### src/rtl/score_pkg.sv
// Shared definitions for the score event scheduler: grade encodings, point
// lookup and default combo/multiplier constants.
package score_pkg;

  typedef enum logic [1:0] {
    GRADE_OK      = 2'd0,
    GRADE_GOOD    = 2'd1,
    GRADE_PERFECT = 2'd2,
    GRADE_RSVD    = 2'd3
  } grade_e;

  localparam int COMBO_SAT      = 999;
  localparam int DEF_MAX_MULT   = 4;
  localparam int DEF_COMBO_STEP = 10;

  function automatic logic [1:0] grade_points(input logic [1:0] grade);
    logic [1:0] pts;
    unique case (grade_e'(grade))
      GRADE_OK:      pts = 2'd1;
      GRADE_GOOD:    pts = 2'd2;
      GRADE_PERFECT: pts = 2'd3;
      default:       pts = 2'd0;
    endcase
    return pts;
  endfunction

endpackage

### src/rtl/score_event_scheduler_if.sv
// Judgement-side event bus into the scheduler plus its score/status outputs.
interface score_event_scheduler_if #(
  parameter int N_LANES = 4,
  parameter int COMBO_W = 10
);
  logic                   enable;
  logic [N_LANES-1:0]     hit_valid;
  logic [2*N_LANES-1:0]   hit_grade;
  logic [N_LANES-1:0]     miss;
  logic                   score_inc;
  logic [COMBO_W-1:0]     combo;
  logic [2:0]             multiplier;
  logic                   busy;
  logic                   overflow;

  modport master (
    output enable, hit_valid, hit_grade, miss,
    input  score_inc, combo, multiplier, busy, overflow
  );

  modport slave (
    input  enable, hit_valid, hit_grade, miss,
    output score_inc, combo, multiplier, busy, overflow
  );
endinterface

### src/rtl/score_event_scheduler_rr_arbiter.sv
// Round-robin arbiter: searches from the lane after the last grant, one-hot
// grant per cycle, pointer only moves when something is granted.
module rr_arbiter #(
  parameter int N = 4
) (
  input  logic         clk,
  input  logic         reset,
  input  logic [N-1:0] req,
  output logic [N-1:0] grant,
  output logic         grant_any
);

  localparam int PTR_W = (N > 1) ? $clog2(N) : 1;

  logic [PTR_W-1:0] ptr_q, ptr_d;
  int               idx;

  always_comb begin
    grant     = '0;
    grant_any = 1'b0;
    ptr_d     = ptr_q;
    idx       = 0;
    for (int k = 1; k <= N; k++) begin
      idx = int'(ptr_q) + k;
      if (idx >= N) idx = idx - N;
      if (!grant_any && req[idx]) begin
        grant[idx] = 1'b1;
        grant_any  = 1'b1;
        ptr_d      = PTR_W'(idx);
      end
    end
  end

  // Reset pointer at the last lane so lane 0 is searched first.
  always_ff @(posedge clk) begin
    if (reset) ptr_q <= PTR_W'(N - 1);
    else       ptr_q <= ptr_d;
  end

endmodule

### src/rtl/score_event_scheduler.sv
// Collects per-lane hit/miss events, tracks combo and multiplier, and drains
// per-lane pending points as single-cycle score_inc pulses.
module score_event_scheduler
  import score_pkg::*;
#(
  parameter int N_LANES    = 4,
  parameter int PEND_W     = 6,
  parameter int COMBO_STEP = DEF_COMBO_STEP,
  parameter int MAX_MULT   = DEF_MAX_MULT,
  parameter int COMBO_W    = 10
) (
  input  logic                      clk,
  input  logic                      reset,
  score_event_scheduler_if.slave    ev
);

  localparam int PEND_MAX = (1 << PEND_W) - 1;

  logic [PEND_W-1:0]  pending_q [N_LANES];
  logic [PEND_W-1:0]  pending_d [N_LANES];
  logic [COMBO_W-1:0] combo_q, combo_d;
  logic               score_inc_q, score_inc_d;
  logic               overflow_q, overflow_d;

  logic [2:0]         mult;
  int                 mult_raw;
  int                 hit_cnt;
  int                 combo_sum;
  int                 pend_sum;
  logic [N_LANES-1:0] pend_nz;
  logic [N_LANES-1:0] req;
  logic [N_LANES-1:0] grant;
  logic               grant_any;

  always_comb begin
    mult_raw = int'(combo_q) / COMBO_STEP + 1;
    if (mult_raw > MAX_MULT) mult_raw = MAX_MULT;
    mult = 3'(mult_raw);
  end

  // Reserved grades neither score nor extend the streak.
  always_comb begin
    hit_cnt = 0;
    for (int i = 0; i < N_LANES; i++) begin
      if (ev.hit_valid[i] && (ev.hit_grade[2*i +: 2] != GRADE_RSVD)) hit_cnt = hit_cnt + 1;
    end
    combo_sum = int'(combo_q) + hit_cnt;
    if (combo_sum > COMBO_SAT) combo_sum = COMBO_SAT;
    combo_d = (|ev.miss) ? '0 : COMBO_W'(combo_sum);
  end

  always_comb begin
    overflow_d = overflow_q;
    pend_sum   = 0;
    for (int i = 0; i < N_LANES; i++) begin
      pend_sum = int'(pending_q[i]);
      if (ev.hit_valid[i]) pend_sum = pend_sum + int'(grade_points(ev.hit_grade[2*i +: 2])) * int'(mult);
      if (grant[i]) pend_sum = pend_sum - 1;
      if (pend_sum > PEND_MAX) begin
        pend_sum   = PEND_MAX;
        overflow_d = 1'b1;
      end
      pending_d[i] = PEND_W'(pend_sum);
      pend_nz[i]   = (pending_q[i] != '0);
      req[i]       = pend_nz[i] && ev.enable;
    end
  end

  rr_arbiter #(.N(N_LANES)) u_arb (
    .clk       (clk),
    .reset     (reset),
    .req       (req),
    .grant     (grant),
    .grant_any (grant_any)
  );

  assign score_inc_d = grant_any;

  always_ff @(posedge clk) begin
    if (reset) begin
      combo_q     <= '0;
      score_inc_q <= 1'b0;
      overflow_q  <= 1'b0;
      for (int i = 0; i < N_LANES; i++) pending_q[i] <= '0;
    end else begin
      combo_q     <= combo_d;
      score_inc_q <= score_inc_d;
      overflow_q  <= overflow_d;
      for (int i = 0; i < N_LANES; i++) pending_q[i] <= pending_d[i];
    end
  end

  assign ev.score_inc  = score_inc_q;
  assign ev.combo      = combo_q;
  assign ev.multiplier = mult;
  assign ev.overflow   = overflow_q;
  assign ev.busy       = score_inc_q | (|pend_nz);

endmodule

### src/flat_wrapper.sv
// flat-port wrapper written by rule: the top's interface ports become plain ports
module score_event_scheduler_flat import score_pkg::*;
#(
  parameter int N_LANES    = 4,
  parameter int PEND_W     = 6,
  parameter int COMBO_STEP = DEF_COMBO_STEP,
  parameter int MAX_MULT   = DEF_MAX_MULT,
  parameter int COMBO_W    = 10
)
  (clk, reset, ev_enable, ev_hit_valid, ev_hit_grade, ev_miss, ev_score_inc, ev_combo, ev_multiplier, ev_busy, ev_overflow);
  score_event_scheduler_if #(.N_LANES(N_LANES), .COMBO_W(COMBO_W)) ev_i ();
  input  logic clk;
  input  logic reset;
  input wire logic [$bits(ev_i.enable)-1:0] ev_enable;
  input wire logic [$bits(ev_i.hit_valid)-1:0] ev_hit_valid;
  input wire logic [$bits(ev_i.hit_grade)-1:0] ev_hit_grade;
  input wire logic [$bits(ev_i.miss)-1:0] ev_miss;
  output wire logic [$bits(ev_i.score_inc)-1:0] ev_score_inc;
  output wire logic [$bits(ev_i.combo)-1:0] ev_combo;
  output wire logic [$bits(ev_i.multiplier)-1:0] ev_multiplier;
  output wire logic [$bits(ev_i.busy)-1:0] ev_busy;
  output wire logic [$bits(ev_i.overflow)-1:0] ev_overflow;
  assign ev_i.enable = ev_enable;
  assign ev_i.hit_valid = ev_hit_valid;
  assign ev_i.hit_grade = ev_hit_grade;
  assign ev_i.miss = ev_miss;
  assign ev_score_inc = ev_i.score_inc;
  assign ev_combo = ev_i.combo;
  assign ev_multiplier = ev_i.multiplier;
  assign ev_busy = ev_i.busy;
  assign ev_overflow = ev_i.overflow;
  score_event_scheduler #(.N_LANES(N_LANES), .PEND_W(PEND_W), .COMBO_STEP(COMBO_STEP), .MAX_MULT(MAX_MULT), .COMBO_W(COMBO_W)) u_core (.clk(clk), .reset(reset), .ev(ev_i));
endmodule
### config.mk
export PLATFORM = sky130hd
export DESIGN_NAME = score_event_scheduler_flat
export DESIGN_NICKNAME = d
export VERILOG_FILES = /design/src/rtl/score_pkg.sv /design/src/rtl/score_event_scheduler_if.sv /design/src/rtl/score_event_scheduler_rr_arbiter.sv /design/src/rtl/score_event_scheduler.sv /design/src/flat_wrapper.sv
export SDC_FILE = /design/constraint.sdc
export NUM_CORES = 1
export LEC_CHECK = 0
export ABC_AREA = 1
export CAP_MARGIN = 30
export CORE_ASPECT_RATIO = 1.1
export CORE_MARGIN = 4
export CORE_UTILIZATION = 62
export CTS_CLUSTER_DIAMETER = 120
export DETAILED_ROUTE_END_ITERATION = 7
export MAX_ROUTING_LAYER = met4
export PLACE_DENSITY = 0.83
export SYNTH_ARGS = -nofsm -noshare
export SYNTH_HDL_FRONTEND = slang
export SYNTH_SLANG_ARGS = --single-unit
### constraint.sdc
create_clock -name clk -period 8.9 [get_ports clk]
set_input_delay 1.78 -clock clk [delete_from_list [all_inputs] [get_ports clk]]
set_output_delay 1.78 -clock clk [all_outputs]
set_load 0.01 [all_outputs]
==> summary.md <==
| Metric | Value |
|---|---|
| Starting DRT DRC Count | approximately 300 |
| Initial core utilization | a little under two thirds |
| Overall power | 0.001172 W |
| Final nets | approximately 1000 |
| Layout fillers | approximately 740 |
| Maximum achievable frequency | 0.1210 GHz |
| Mapped Cells | 871 |
| Row count | 36 |
| First-pass iteration count of the detailed router | 5 |
| Reg area | a little under 800 um^2 |
| H-tree levels | 2 |
| Final slew viol count | 0 |
| DR vias | around 5700 |
| Final ANT Viol Nets | 0 |
| Crit end category | flop |
| Kind of critical path | reg -> reg |
| Largest net degree at the start of global routing | 25 |
| GRT busiest layer | met2 |
| Post-CTS Hold Buffers | 0 |
| Setup ws final | between 0.6 and 0.7 ns |
| Number of global-route vias before repair | around 5300 |
| Fin Clk Skew | ~0.0090 ns |
| Delay-heaviest family, CP | simple AND/OR/NAND/NOR gates |
| Max rail drop VDD | between 0.2 and 0.25 mV |
| Final hold vios | 0 |
| DP Area | 0.006100 mm^2 |
| Net count after synthesis | 965 |
| Detailed Place HPWL | 11.14 mm |
| Routed len/inst | roughly 14 um |
| Die X | ~100 um |
| CTS tree | built |
| Leakage | between 3 and 4 nW |
| I/O pin count | 35 |
| # setup viols final | 0 |
| Share of post-route cells with drive strength above 1 | 12.84% |
| CP Data Required Time | roughly 9.1 ns |
| Worst-Skew Late Latency | between 0.2 and 0.3 ns |
| Reg clk slew, reported paths | around 0.070 ns |
| # port buffers | 34 |
| CORE AREA | about 0.0089 mm^2 |
| Seq/Total Area, Yosys | 13.51% |
| Main synth FF type | dfxtp_1 |
| Synthesized cell area | ~0.0056 mm^2 |
| Num Clock Sinks | 38 |
| Design Area, Final | approximately 0.0065 mm^2 |
| Final Util | about 73% |
| Pre-CTS setup slack | around 0.08 ns |
| EDFF count, synth | 0 |
| Pwr/cell area | 181.1 mW/mm^2 |
| CP Max Fanout | 10 |
| Initial antenna violation count | 0 |
| Met1 Use GR | 28.68% |
| Multi-input logic area | 0.004342 mm^2 |
| TritonCTS buffer count | 5 |
| Syn_area_per_cell | approximately 6.5 um^2 |
| Synth Register Bits | 38 |
| Status | finished clean |
| Synth Warn # | 0 |
| Crit path buf inv count | 7 |
| Crit share post-route | between 90% and 100% |
| Period minus WS final | roughly 8.3 ns |
| Die footprint | roughly 0.011 mm^2 |
| Area growth from synthesis to layout | 14.94% |
| Routability cong. | approximately 0.94 |
| Antenna fix cells | 0 |
| Fin Hold WS | ~0.61 ns |
| Crit-path slowest cell | fa_1 |
| Via/cell ratio | ~5.5 |
| Global Route Usage Sum | 25.98% |
| CTS max path bufs | 2 |
| GR Layer Usage met3 | between 2 and 3% |
| Drt total wl | about 14 mm |
| CTS root buf | clkbuf_8 |
| Post-synth ARST share | 0% |
| Hold Crit Class | reg -> reg |
| First-pass GRT wire length | approximately 23 mm |
| Rel. slew slack | between 40% and 50% |
| Crit path arrival time | between 8 and 9 ns |
| Max Cap Viol | 0 |
| DRC | 0 |
| Worst-Margin Slew | approximately 0.83 ns |
| M2 GR Usage | slightly below 50% |
| Die Y | between 100 and 150 um |
| Global route overflow | 0 |
| Post-synth cell types | 56 |
| Worst setup SP type | flop |
| Slowest stage delay, CP | ~0.5 ns |
cells in the mapped netlist (all sizes together), types with 3 or more instances:
library cell  number  area (um^2)
a221oi             3        26.28
o21bai             3        22.52
ha                66        825.8
fa                 9        180.2
xnor2             11        96.34
o21ai             56        284.0
xor2              30        262.8
nor3b              3        22.52
dfxtp             38        760.7
nand3             57        372.9
a31oi              3        18.77
or2                9        56.30
inv              162        610.6
clkbuf             5        18.77
nand2            186        795.8
and2               3        18.77
buf                4        31.27
nor4               4        25.02
and3               3        18.77
nand4             28        217.7
a21oi             59        302.8
nor3              12        71.32
nor2              96        415.4
o211ai             3        27.52
layer usage:
layer	vias up	wire (um)
met2	148	7339
met4	0	505
met1	2624	5721
met3	42	494
met5	-	0
li1	2933	-
final cells by class:
class | count | area share (%)
clock inverters | 1 | 0.07735
multi-input cells | 662 | 67.10
flip-flops and latches | 38 | 11.87
clock buffers | 7 | 1.334
well taps | 114 | 2.205
inverters | 164 | 9.592
repair buffers | 55 | 7.813
report_power, final:
group / total (W) / switching, W / internal, W / leakage, nW
registers: 0.000273 / 0.0000486 / 0.000224 / 0.315
logic: 0.000775 / 0.000479 / 0.000296 / 3.11
clock network: 0.000124 / 0.0000613 / 0.0000626 / 0.0482
total: 0.00117 / 0.000589 / 0.000583 / 3.47
sequential cells by signal (all words and copies together) (netlist names):
name / cells
u_core.pending_q: 24
u_core.ev.combo: 10
u_core.ev.score_inc: 1
u_core.u_arb.ptr_q: 2
u_core.ev.overflow: 1
final timing paths:
kind                                         to                                from  slack, ns  depth (start not counted)
max             u_core.ev.overflow$_SDFFE_PP0P_       u_core.ev.combo[8]$_SDFF_PP0_       0.64                         57
min          u_core.u_arb.ptr_q[0]$_SDFFE_PP1P_  u_core.u_arb.ptr_q[0]$_SDFFE_PP1P_       0.61                          1
max reg2reg     u_core.ev.overflow$_SDFFE_PP0P_       u_core.ev.combo[8]$_SDFF_PP0_       0.64                         57
min reg2reg  u_core.u_arb.ptr_q[0]$_SDFFE_PP1P_  u_core.u_arb.ptr_q[0]$_SDFFE_PP1P_       0.61                          1
stage by stage:
stage	setup TNS, ns	cells
after floorplan	0	871
final	0	1041
after CTS	0	1022
after detailed placement	0	1014
after global routing	-0.2697	1041
after global placement	0	1013
cell families after synthesis:
family / Yosys count / synth area share, %
simple gates: 403 / 36.27
buf+inv: 173 / 11.87
compound gates: 139 / 13.85
fa+ha+maj: 75 / 17.87
xor+xnor: 41 / 6.379
flops: 38 / 13.51
other cells: 1 / 0.06662
mux: 1 / 0.1778
placed cells by master, fill, tap and decap left out, types with 3 or more instances in the layout:
cell / netlist / routed
a21oi_2: 2 / 3
a31oi_1: 3 / 3
dfxtp_1: 38 / 36
nand2_4: 9 / 9
or2_2: 9 / 9
xor2_1: 30 / 29
buf_4: 2 / 20
nand3_2: 5 / 5
nand3_1: 47 / 45
nor2_1: 89 / 87
fa_1: 9 / 9
nand2_2: 12 / 16
nor3_1: 11 / 10
nand3_4: 5 / 7
o21ai_1: 2 / 5
inv_1: 150 / 149
clkbuf_8: 0 / 6
nor2_2: 3 / 4
nor4_1: 4 / 4
nand4_1: 24 / 24
and2_1: 3 / 3
clkdlybuf4s50_1: 0 / 34
a221oi_1: 3 / 3
nor2_4: 2 / 3
a21oi_1: 57 / 56
inv_2: 11 / 11
ha_1: 66 / 65
xnor2_1: 11 / 11
and3_1: 3 / 3
nand2_1: 165 / 161
o21bai_1: 3 / 3
o21ai_0: 53 / 49
timing repair:
action	in CTS	in global routing
setup endpoints to repair	0	25
buffers inserted	0	17
gates resized for setup	0	34
Note: power is estimated with default switching activity, not from simulation.
